--- config.mk ---
export PLATFORM = sky130hd
export DESIGN_NAME = reset_sequencer
export DESIGN_NICKNAME = d
export VERILOG_FILES = /design/src/rtl/reset_seq_pkg.sv /design/src/rtl/reset_sync.sv /design/src/rtl/reset_sequencer.sv
export SDC_FILE = /design/constraint.sdc
export NUM_CORES = 1
export LEC_CHECK = 0
export CAP_MARGIN = 20
export CORE_UTILIZATION = 49
export CTS_CLUSTER_DIAMETER = 80
export DETAILED_ROUTE_END_ITERATION = 8
export GPL_ROUTABILITY_DRIVEN = 0
export GPL_TIMING_DRIVEN = 1
export PLACE_DENSITY = 0.71
export SYNTH_ARGS = -nofsm -noshare
export SYNTH_HDL_FRONTEND = slang
export SYNTH_SLANG_ARGS = --single-unit
--- constraint.sdc ---
create_clock -name clk -period 1.7 [get_ports clk]
set_input_delay 0.17 -clock clk [delete_from_list [all_inputs] [get_ports clk]]
set_output_delay 0.17 -clock clk [all_outputs]
set_load 0.03 [all_outputs]
--- src/rtl/reset_seq_pkg.sv ---
// reset_seq_pkg: shared types for the reset sequencer.
// FSM state encoding and a counter-width helper.
package reset_seq_pkg;

    typedef enum logic [1:0] {
        ST_HOLD    = 2'd0,
        ST_RELEASE = 2'd1,
        ST_RUN     = 2'd2
    } state_e;

    // Bits needed to hold counts 0..n-1, never less than one.
    function automatic int cnt_w(input int n);
        return (n <= 2) ? 1 : $clog2(n);
    endfunction

endpackage

--- src/rtl/reset_sync.sv ---
// reset_sync: 2-flop synchroniser, async assert / sync deassert.
// clk_i, rst_ni (async, active low), d_i level in, q_o synced out.
module reset_sync #(
    parameter logic RST_VAL = 1'b0
) (
    input  logic clk_i,
    input  logic rst_ni,
    input  logic d_i,
    output logic q_o
);

    logic ff1_q;
    logic ff2_q;

    always_ff @(posedge clk_i or negedge rst_ni) begin
        if (!rst_ni) begin
            ff1_q <= RST_VAL;
            ff2_q <= RST_VAL;
        end else begin
            ff1_q <= d_i;
            ff2_q <= ff1_q;
        end
    end

    assign q_o = ff2_q;

endmodule

--- src/rtl/reset_sequencer.sv ---
// reset_sequencer: power-on hold then staggered release of N_CH resets.
// Ports: clk, reset_n (async low), sw (raw switch), rst_out[N_CH], ready.
// Optional switch debouncer: define RESET_SEQ_DEBOUNCE_EN.
module reset_sequencer
    import reset_seq_pkg::*;
#(
    parameter int N_CH            = 2,
    parameter int HOLD_CYCLES     = 64,
    parameter int STAGGER_CYCLES  = 4,
    parameter int DEBOUNCE_CYCLES = 1024,
    parameter int SW_ACTIVE_HIGH  = 1
) (
    input  logic            clk,
    input  logic            reset_n,
    input  logic            sw,
    output logic [N_CH-1:0] rst_out,
    output logic            ready
);

    localparam int HW = cnt_w(HOLD_CYCLES);
    localparam int SW = cnt_w(STAGGER_CYCLES);
    localparam logic [HW-1:0] HOLD_MAX = HW'(HOLD_CYCLES - 1);
    localparam logic [SW-1:0] STAG_MAX = SW'(STAGGER_CYCLES - 1);
    // Raw switch level that means "not pressed".
    localparam logic SW_REL = (SW_ACTIVE_HIGH == 0) ? 1'b1 : 1'b0;

    logic rst_sync_n;
    logic sw_sync;
    logic pressed_raw;
    logic pressed;

    reset_sync #(
        .RST_VAL(1'b0)
    ) u_rst_sync (
        .clk_i (clk),
        .rst_ni(reset_n),
        .d_i   (1'b1),
        .q_o   (rst_sync_n)
    );

    reset_sync #(
        .RST_VAL(SW_REL)
    ) u_sw_sync (
        .clk_i (clk),
        .rst_ni(reset_n),
        .d_i   (sw),
        .q_o   (sw_sync)
    );

    assign pressed_raw = sw_sync ^ SW_REL;

`ifdef RESET_SEQ_DEBOUNCE_EN
    localparam int DW = cnt_w(DEBOUNCE_CYCLES);
    localparam logic [DW-1:0] DB_MAX = DW'(DEBOUNCE_CYCLES - 1);

    logic          db_q;
    logic          db_d;
    logic [DW-1:0] dbc_q;
    logic [DW-1:0] dbc_d;

    // Accept a new level only after it differs for DEBOUNCE_CYCLES
    // consecutive edges; any return to the old level restarts the run.
    always_comb begin
        db_d  = db_q;
        dbc_d = '0;
        if (pressed_raw != db_q) begin
            if (dbc_q == DB_MAX) begin
                db_d  = pressed_raw;
            end else begin
                dbc_d = dbc_q + 1'b1;
            end
        end
    end

    always_ff @(posedge clk or negedge reset_n) begin
        if (!reset_n) begin
            db_q  <= 1'b0;
            dbc_q <= '0;
        end else begin
            db_q  <= db_d;
            dbc_q <= dbc_d;
        end
    end

    assign pressed = db_q;
`else
    assign pressed = pressed_raw;
`endif

    state_e         state_q;
    state_e         state_d;
    logic [HW-1:0]  hold_q;
    logic [HW-1:0]  hold_d;
    logic [SW-1:0]  stag_q;
    logic [SW-1:0]  stag_d;
    logic [N_CH-1:0] rst_q;
    logic [N_CH-1:0] rst_d;
    logic           ready_q;
    logic           ready_d;

    // Channels release LSB first: shifting a zero in from the bottom
    // keeps the vector thermometer-shaped, so ordering is monotonic.
    always_comb begin
        state_d = state_q;
        hold_d  = hold_q;
        stag_d  = stag_q;
        rst_d   = rst_q;
        ready_d = (state_q == ST_RUN);
        if (pressed) begin
            state_d = ST_HOLD;
            hold_d  = '0;
            stag_d  = '0;
            rst_d   = '1;
            ready_d = 1'b0;
        end else begin
            unique case (state_q)
                ST_HOLD: begin
                    if (hold_q == HOLD_MAX) begin
                        stag_d  = '0;
                        rst_d   = rst_q << 1;
                        state_d = (rst_d == '0) ? ST_RUN : ST_RELEASE;
                    end else begin
                        hold_d = hold_q + 1'b1;
                    end
                end
                ST_RELEASE: begin
                    if (stag_q == STAG_MAX) begin
                        stag_d = '0;
                        rst_d  = rst_q << 1;
                        if (rst_d == '0) begin
                            state_d = ST_RUN;
                        end
                    end else begin
                        stag_d = stag_q + 1'b1;
                    end
                end
                ST_RUN: begin
                    rst_d = '0;
                end
                default: begin
                    state_d = ST_HOLD;
                    hold_d  = '0;
                    rst_d   = '1;
                end
            endcase
        end
    end

    always_ff @(posedge clk or negedge rst_sync_n) begin
        if (!rst_sync_n) begin
            state_q <= ST_HOLD;
            hold_q  <= '0;
            stag_q  <= '0;
            rst_q   <= '1;
            ready_q <= 1'b0;
        end else begin
            state_q <= state_d;
            hold_q  <= hold_d;
            stag_q  <= stag_d;
            rst_q   <= rst_d;
            ready_q <= ready_d;
        end
    end

    assign rst_out = rst_q;
    assign ready   = ready_q;

endmodule
Yosys cells after proc, flatten, opt, wreduce, memory -nomap -nowiden
Index checks and enable logic that the tools add are counted.

Reduce and logical (&&, ||, !) cells: 8. Muxes and demuxes: 18. Equality and inequality tests: 10. Add/subtract/negate cells: 2.

Operators with widths (count): $mux W2 (11); $mux W6 (2); $ne A3 B2 Y1 const B (4); $pmux W2 S3 (2); $pmux W6 S2 (1); $add A6 B1 Y6 const B (1); $eq A6 B6 Y1 const B (1); $reduce_and A2 Y1 (3); $eq A2 B2 Y1 const B (2); $logic_not A2 Y1 (2); $ne A2 B1 Y1 const B (2); $pmux W2 S2 (1); $reduce_and A4 Y1 (1); $reduce_bool A3 Y1 (1); $add A2 B1 Y2 const B (1); $eq A2 B1 Y1 const B (1); $reduce_or A2 Y1 (1); $mux W1 (1).

Output and inout port bits: 3. Flip-flop bits (word level): 17. Logic and storage cells: 47. Bits of input ports: 3.

Depth between registers and ports, before layout
Gate-level depths: netlist of the first run.

Word-level depth: 5. Depth in mapped cells: 6. Gate-level depth less buffers: 6.

Cells and area by module
Synthesis of the first run repeated with hierarchy kept, for this count alone.

Cells, all modules: 86. Area, all modules: 880.8 µm².

By module, submodules not included: reset_sequencer (area each 780.7 µm², instances 1, sequential area each 327.8 µm², cells each 82); reset_sync (area each 50.0 µm², instances 2, sequential area each 50.0 µm², cells each 2).

Worst setup path after synthesis of the first run
No wires, ideal clock.

Path type: flip-flop to flip-flop. From: register state_q[1]. To: register hold_q[5]. Slack: 0.120 ns. Period minus slack after synthesis: 1.580 ns. Path buffers: 0. Arrival: 1.503 ns. Cell stages (with the launch flop): 6. Library setup time: 0.078 ns. Data required time: 1.622 ns. Cells stage by stage: dfrtp_1 -> inv_1 -> ha_1 -> nand4b_1 -> or4_1 -> a21oi_1.

Word-level cells in the longest chain between the ends: 4. Elaborated cells between the ends (all ways): 9. Classes of those cells: eq/ne (4); mux (2); reduce/logical (3).

Ends and longest elaborated chain: start, declared (RTL line reset_sequencer.sv:90) `state_e state_q;`; start signal, assigned (RTL line reset_sequencer.sv:157) `state_q <= state_d;`; $eq A2 B2 Y1 / $eq A2 B1 Y1 (equally long branches) (RTL line reset_sequencer.sv:116) `unique case (state_q)`; $reduce_or A2 Y1 (no source line); $pmux W6 S2 / $ne A2 B1 Y1 (equally long branches); $mux W6 / $reduce_and A2 Y1 (equally long branches); end signal, assigned (RTL line reset_sequencer.sv:158) `hold_q <= hold_d;`; end, declared (RTL line reset_sequencer.sv:92) `logic [HW-1:0] hold_q;`.

Parallel ways exist; a longest one is shown, timed or not. A chain may end at the register's enable or synchronous reset.

Final worst setup path of the first run
From: register state_q[0]. To: register hold_q[5].

The elaborated chain is that of the path after synthesis.

==> results of run 1 <==
==> cells in the final DEF (no fill, tap or decap), types with 2 or more instances in the layout <==
cell type        count
dfstp_2              2
clkbuf_4             3
o31ai_1              2
o21ai_0              5
a211o_1              2
buf_4                4
ha_1                 6
clkdlybuf4s50_1      3
nor2b_1              2
nor2_1               7
a211oi_1             3
nand2_1              3
nand2_2              2
nand3_1              5
inv_1                2
and3_1               3
a21oi_1              7
inv_2                2
dfrtp_1             15
==> flip-flops by register name, summed over array words and instances (netlist names) <==
register / cells
u_sw_sync.ff1_q: 1
u_rst_sync.q_o: 1
state_q: 2
u_rst_sync.ff1_q: 1
u_sw_sync.q_o: 1
stag_q: 2
ready: 1
hold_q: 6
rst_out: 2
==> per-layer routing <==
layer	wire, um	vias up
li1	-	334
met1	814	330
met2	718	13
met3	56	5
met4	34	0
met5	0	-
==> synth_stat cells <==
master    instances  area share, %
and2_1            1           0.71
nand2b_1          1           0.71
or4_1             1           0.85
nand2_1           3            1.3
nand2_2           2            1.4
nor3_1            1           0.56
and4b_1           1            1.1
clkbuf_1          1           0.42
dfstp_2           2            5.9
a211o_1           2            2.0
buf_2             1           0.56
nand4_1           1           0.71
ha_1              6            8.5
and3_1            3            2.1
o21ai_4           1            1.8
o21bai_1          1           0.85
dfrtp_1          15             42
nor2b_1           2            1.4
nor2_1            7            3.0
inv_2             1           0.42
nand3_1           5            2.8
mux2i_1           1            1.1
nor4b_1           1           0.99
xnor2_1           1           0.99
a211oi_1          3            2.5
o21ai_0           5            2.8
conb_1            1           0.42
nor3_2            1            1.1
nand3_2           1            1.1
inv_1             3            1.3
a21oi_1           7            4.0
nand4b_1          1           0.99
or3_1             1           0.71
a31oi_1           1           0.71
o31ai_1           2            1.7
==> report_power, final <==
group          switching (mW)  internal, mW  leakage (nW)
Sequential             0.0173         0.415         0.219
Clock                   0.133        0.0878        0.0177
Combinational         0.00952        0.0120         0.207
Total                   0.160         0.514         0.443
==> what timing repair did <==
item / 4_1_cts / 5_1_grt
resized for setup: 1 / 3
setup buffers: 0 / 1
setup endpoints to repair: 1 / 6
endpoints found under the hold margin: 0 / 0
==> cell type report <==
type | count | area [um^2] | share of cell area (%)
clock buffers | 3 | 22.5 | 2.20
clock inverters | 1 | 5.00 | 0.489
inverters | 4 | 15.0 | 1.47
multi-input cells | 64 | 440 | 43.0
flip-flops and latches | 17 | 428 | 41.8
well taps | 25 | 31.3 | 3.06
repair buffers | 9 | 81.3 | 7.95
==> critical path, stage by stage (launching register included) <==
cell      delay, ns
dfrtp_1        0.38
inv_1          0.09
ha_1           0.32
nand4b_1       0.23
or4_1          0.42
a21oi_1        0.14
==> cell families after synthesis <==
logic type,after synthesis
AOI/OAI and AO/OA,22
DFF,17
and+or+nand+nor,33
adders and majority gates,6
other,1
xor gates and xnor gates,1
buffers and inverters,6
muxes,1
==> worst max path at each step <==
stage,start,endpoint,slack (ns),cells after the start
final,state_q[0],hold_q[5],0.05,5
after global routing,state_q[0],hold_q[5],0.001,5
after CTS,rst_out[1],rst_out[1],0.02,1
after detailed placement,state_q[1],hold_q[5],0.05,5
after global placement,state_q[1],hold_q[5],0.12,5
after floorplan,state_q[1],hold_q[5],0.12,5
==> metrics by stage <==
stage / hold WS [ns] / power (mW) / std cells / utilization, % / cell area, um^2
floorplan: -0.126 / 0.449 / 87 / - / 886
global placement: 0.237 / 0.461 / 118 / 57.4 / 981
detailed placement: 0.250 / 0.462 / 118 / 57.4 / 981
CTS: 0.0501 / 0.681 / 122 / 59.0 / 1010
global route: 0.0638 / 0.697 / 123 / 59.9 / 1020
finish: 0.0515 / 0.674 / 123 / 59.9 / 1020
==> metrics.txt, run 1 <==
Synth Register Bits=17; largest family of logic cells by synthesized area=simple AND/OR/NAND/NOR gates; post-synthesis adder-cell area fraction=8.47%; Starting Density=51.9%; yosys synthesis warning count=0; Worst Path Required=1.93 ns; Antenna Cells=0; Worst setup SP type=register; # clock sinks=17; Routed Antenna Nets=0; status=complete, no violations; P&R area growth vs syn=15.5%; First-pass DRT Iterations=4; most crowded layer after global routing=met2; post-synthesis mux area share=1.13%; Worst-Skew Late Latency=0.30 ns; synth unique cells=35; Top Ports=6; RSZ-0062 raised after global routing=no; synthesized area per cell=10.2 um^2; Final period util=97.0%; r2r endpoint=hold_q[5]; CTS tree=yes; met3 global-route usage=3.67%; num rows=15; # hold bufs at CTS=0; WL/cell=13.2 um; initial drt markers=15; Clock Tree Buf Depth=2; DP Worst Slack=0.0537 ns; max-cap violations=0; die area=1980 um^2; Core Footprint=1710 um^2; Max Fanout on Critical Path=4; initial antenna violation count=0; Final Max Tran Viols=0; H-tree levels=1; hold crit path type=primary input to asynchronous set/reset pin; post-synthesis sequential area ratio=48.3%; P per Cell Area=659 nW/um^2; min Tclk post-route=1.65 ns; final WL=1620 um; GR Overflow Total=0; Post-Syn Nets=96; VDD IR max=0.000533 V; post-synthesis compound-gate area fraction=16.4%; met2 usage=27.9%; pin count of the biggest net entering global routing=15; Syn Std Cell Area=886 um^2; launching point of the worst reg2reg path=state_q[0]; Worst setup EP type=register; final hold viol count=0; Post-Synthesis Cells=87; Post-Synth XOR/XNOR Area=0.989%; M1 GR Usage=24.4%; final worst slack=0.0505 ns; drt drc=0; Die Wd=44.5 um; Post-Route Setup TNS=0 ns; proportion of layout cells with a drive suffix above 1=17.3%; count of input and output buffers=5; Inserted Clock Buffers=3; clock-pin slew on the worst setup and hold paths=0.10 ns; hpwl dp=1180 um; leak pwr=0.443 nW; die height=44.5 um; Root Driver=clkbuf_4; filler cell count=145; maximum clock frequency=606 MHz; Worst EP arrival=1.88 ns; first-pass GRT wire length=2660 um; vias per cell=5.54; Final setup viols=0; vias in the first global route=652; measured slew at the worst slew-check pin=0.560 ns; max_slew headroom=62.7%; total track usage=18.5%; DR vias=682; simple-gate share of the synthesized area=21.6%; r2r setup slk=0.05 ns; CP Class=register to register; Worst Skew=0.00399 ns; R2R depth=5; Final Net Count=108
Power figures use the tool's default switching activity.
==> run 2: changes to the inputs <==
--- a/config.mk
+++ b/config.mk
@@ -8,6 +8,7 @@
 export CAP_MARGIN = 20
 export CORE_UTILIZATION = 49
 export CTS_CLUSTER_DIAMETER = 80
+export CTS_CLUSTER_SIZE = 24
 export DETAILED_ROUTE_END_ITERATION = 8
 export GPL_ROUTABILITY_DRIVEN = 0
 export GPL_TIMING_DRIVEN = 1
==> results of run 2 <==
No change in the layout: final DEF, timing and power equal those of run 1.
==> run 3: changes to the inputs <==
==> constraint.sdc (replaced) <==
create_clock -name clk -period 1.95 [get_ports clk]
set_input_delay 0.195 -clock clk [delete_from_list [all_inputs] [get_ports clk]]
set_output_delay 0.195 -clock clk [all_outputs]
set_load 0.03 [all_outputs]
==> run 3 against run 2 <==
Compared with the run above:
- largest cell class unchanged
- combinational power down 12%
- critical path type is now register to output port
- utilization down 2.3 points
- clock power down 12%
- final area fell by 3.8%
- routed wire length grew 4.6%
- worst hold slack better by 0.028 ns
- sequential share of layout area rose by 1.6 points
- setup slack better by 0.14 ns
- power down 12%
- sequential power fell by 13%
- register-to-register slack gained 0.18 ns
==> metrics.txt, run 3 (synthesis results as in run 1) <==
Final Net Count=104 (-3.7%); P&R area growth vs syn=11.2%; most frequent cells in the layout=dfrtp_1 (15), nor2_1 (7), a21oi_1 (7), ha_1 (6); Pint=0.452 mW (-12%); Antenna Cells=0 (unchanged); VDD IR max=0.000418 V (-22%); Worst EP arrival=1.56 ns (-0.32 ns); CP cell instances=clkdlybuf4s50_1; WL/cell=14.3 um (+8.1%); CP Class=register to output port; Critical Path Slowest Stage Cell=clkdlybuf4s50_1; max_slew headroom=64.1% (+1.4 points); combinational share of power=3.2% (about the same); proportion of layout cells with a drive suffix above 1=11.7% (-5.6 points); initial antenna violation count=0 (unchanged); count of input and output buffers=5 (unchanged); final WL=1700 um (+4.6%); Routed Antenna Nets=0 (unchanged); Layout Cells excl Fill=119 (-3.3%); DR vias=661 (-3.1%); pin count of the biggest net entering global routing=15 (unchanged); Starting Density=51.9% (unchanged); Worst setup EP type=output port; H-tree levels=1 (unchanged); CTS tree=yes; placed cell count=115 (-2.5%); status=complete, no violations; Reg with most FFs=hold_q; RSZ-0062 raised after global routing=no; sw frac=23.5% (-0.24 points); filler cell count=141 (-2.8%); first-pass GRT wire length=3000 um (+13%); clock-pin slew on the worst setup and hold paths=0.10 ns (about the same); die area=1980 um^2 (unchanged); Root Driver=clkbuf_4; Final period util=90.2%; Final Max Tran Viols=0 (unchanged); Worst setup SP type=register; hpwl dp=1240 um (+5.1%); R2R depth=5 (unchanged); leak pwr=0.422 nW (-4.7%); initial drt markers=12 (-3); vias per cell=5.55 (+0.18%); Final setup viols=0 (unchanged); final worst slack=0.192 ns (+0.141 ns); final hold viol count=0 (unchanged); Clock Tree Buf Depth=2 (unchanged); Worst-Skew Late Latency=0.30 ns (about the same); critical path buffer and inverter count=1 (unchanged); GR Overflow Total=0 (unchanged); Worst Path Required=1.75 ns (-0.18 ns); Core Footprint=1710 um^2 (unchanged); total track usage=21.5% (+3.0 points); measured slew at the worst slew-check pin=0.538 ns (-0.0215 ns); maximum clock frequency=569 MHz; sequential fraction of design power=63.7% (-0.4 points); Top delay family on crit path=buffers and inverters; die height=44.5 um (unchanged); vias in the first global route=644 (-1.2%); hold crit path type=primary input to asynchronous set/reset pin; clock share of power=33.0% (+0.2 points); number of flip-flops in the largest register=6 (unchanged); DP Worst Slack=0.253 ns (+0.199 ns); # hold bufs at CTS=0 (unchanged); # clock sinks=17 (unchanged); Inserted Clock Buffers=3 (unchanged); Fin Hold WS=0.0796 ns (+0.0281 ns); drt drc=0 (unchanged); Die Wd=44.5 um (unchanged); Worst path depth=1 (-4); Switch Pwr=0.139 mW (-13%); Worst Skew=0.00266 ns (-0.00133 ns); First-pass DRT Iterations=4 (unchanged); min Tclk post-route=1.76 ns; Post-Route Setup TNS=0 ns (unchanged); final core utilization=57.7% (-2.3 points); commonest non-fill, non-tap cell in the layout=dfrtp_1; Max Fanout on Critical Path=6 (+2); postcts setup bufs=0 (unchanged); num rows=15 (unchanged); Top Ports=6 (unchanged); CP peak stage delay=0.68 ns (+0.26 ns); max-cap violations=0 (unchanged); multi-input gate area in the final layout=434 um^2 (-1.4%); Post-CTS Resized=0 (-1); Register Area=428 um^2 (unchanged); P per Cell Area=600 nW/um^2 (-9.0%)
-- run 3: cell types whose count changed in the layout (fill, tap and decap cells not counted), sizes merged --
cell           before  now
dlymetal6s2s        1    0
clkinv              1    0
dlygate4sd2         1    0
clkdlybuf4s50       3    5
clkbuf              3    4
buf                 4    0
-- run 3: through the flow --
| step | total power, mW | area, um^2 |
|---|---|---|
| after CTS | 0.594 | 985 |
| after floorplan | 0.391 | 886 |
| after detailed placement | 0.403 | 958 |
| after global routing | 0.611 | 985 |
| final | 0.590 | 985 |
| after global placement | 0.401 | 958 |
-- run 3: metal layers --
| layer | up-vias | part of all wire (%) | GRT usage [%] |
|---|---|---|---|
| met2 | 9 | 47 | 31.8 |
| met5 | - | 0 | 0 |
| met3 | 5 | 2.2 | 3.67 |
| met1 | 323 | 48 | 30.3 |
| met4 | 0 | 2.4 | 10.9 |
| li1 | 324 | - | - |
-- run 3: cell type report --
cell class                      count  area share [%]
Clock buffer                        4            2.67
Inverter                            4            1.52
Multi-Input combinational cell     64            44.1
Sequential cell                    17            43.5
Tap cell                           25            3.18
Timing Repair Buffer                5            5.08
-- run 3: path summary, 6_finish.rpt --
path | startpoint | endpoint | slack (ns)
min reg2reg | u_rst_sync.q_o | hold_q[5] | 0.22
max in group asynchronous | u_rst_sync.q_o | rst_out[0] | 1.36
max reg2reg | state_q[1] | hold_q[5] | 0.23
max | rst_out[0] | rst_out[0] | 0.19
min in group clk | sw | u_sw_sync.ff1_q | 0.34
min | reset_n | u_sw_sync.ff1_q | 0.08
-- run 3: power groups by stage --
stage	clock network [mW]	registers, mW	logic (mW)
floorplan	0	0.377	0.0142
global placement	0	0.383	0.0185
detailed placement	0	0.384	0.0192
CTS	0.198	0.377	0.0193
global route	0.208	0.379	0.0231
finish	0.195	0.376	0.0190
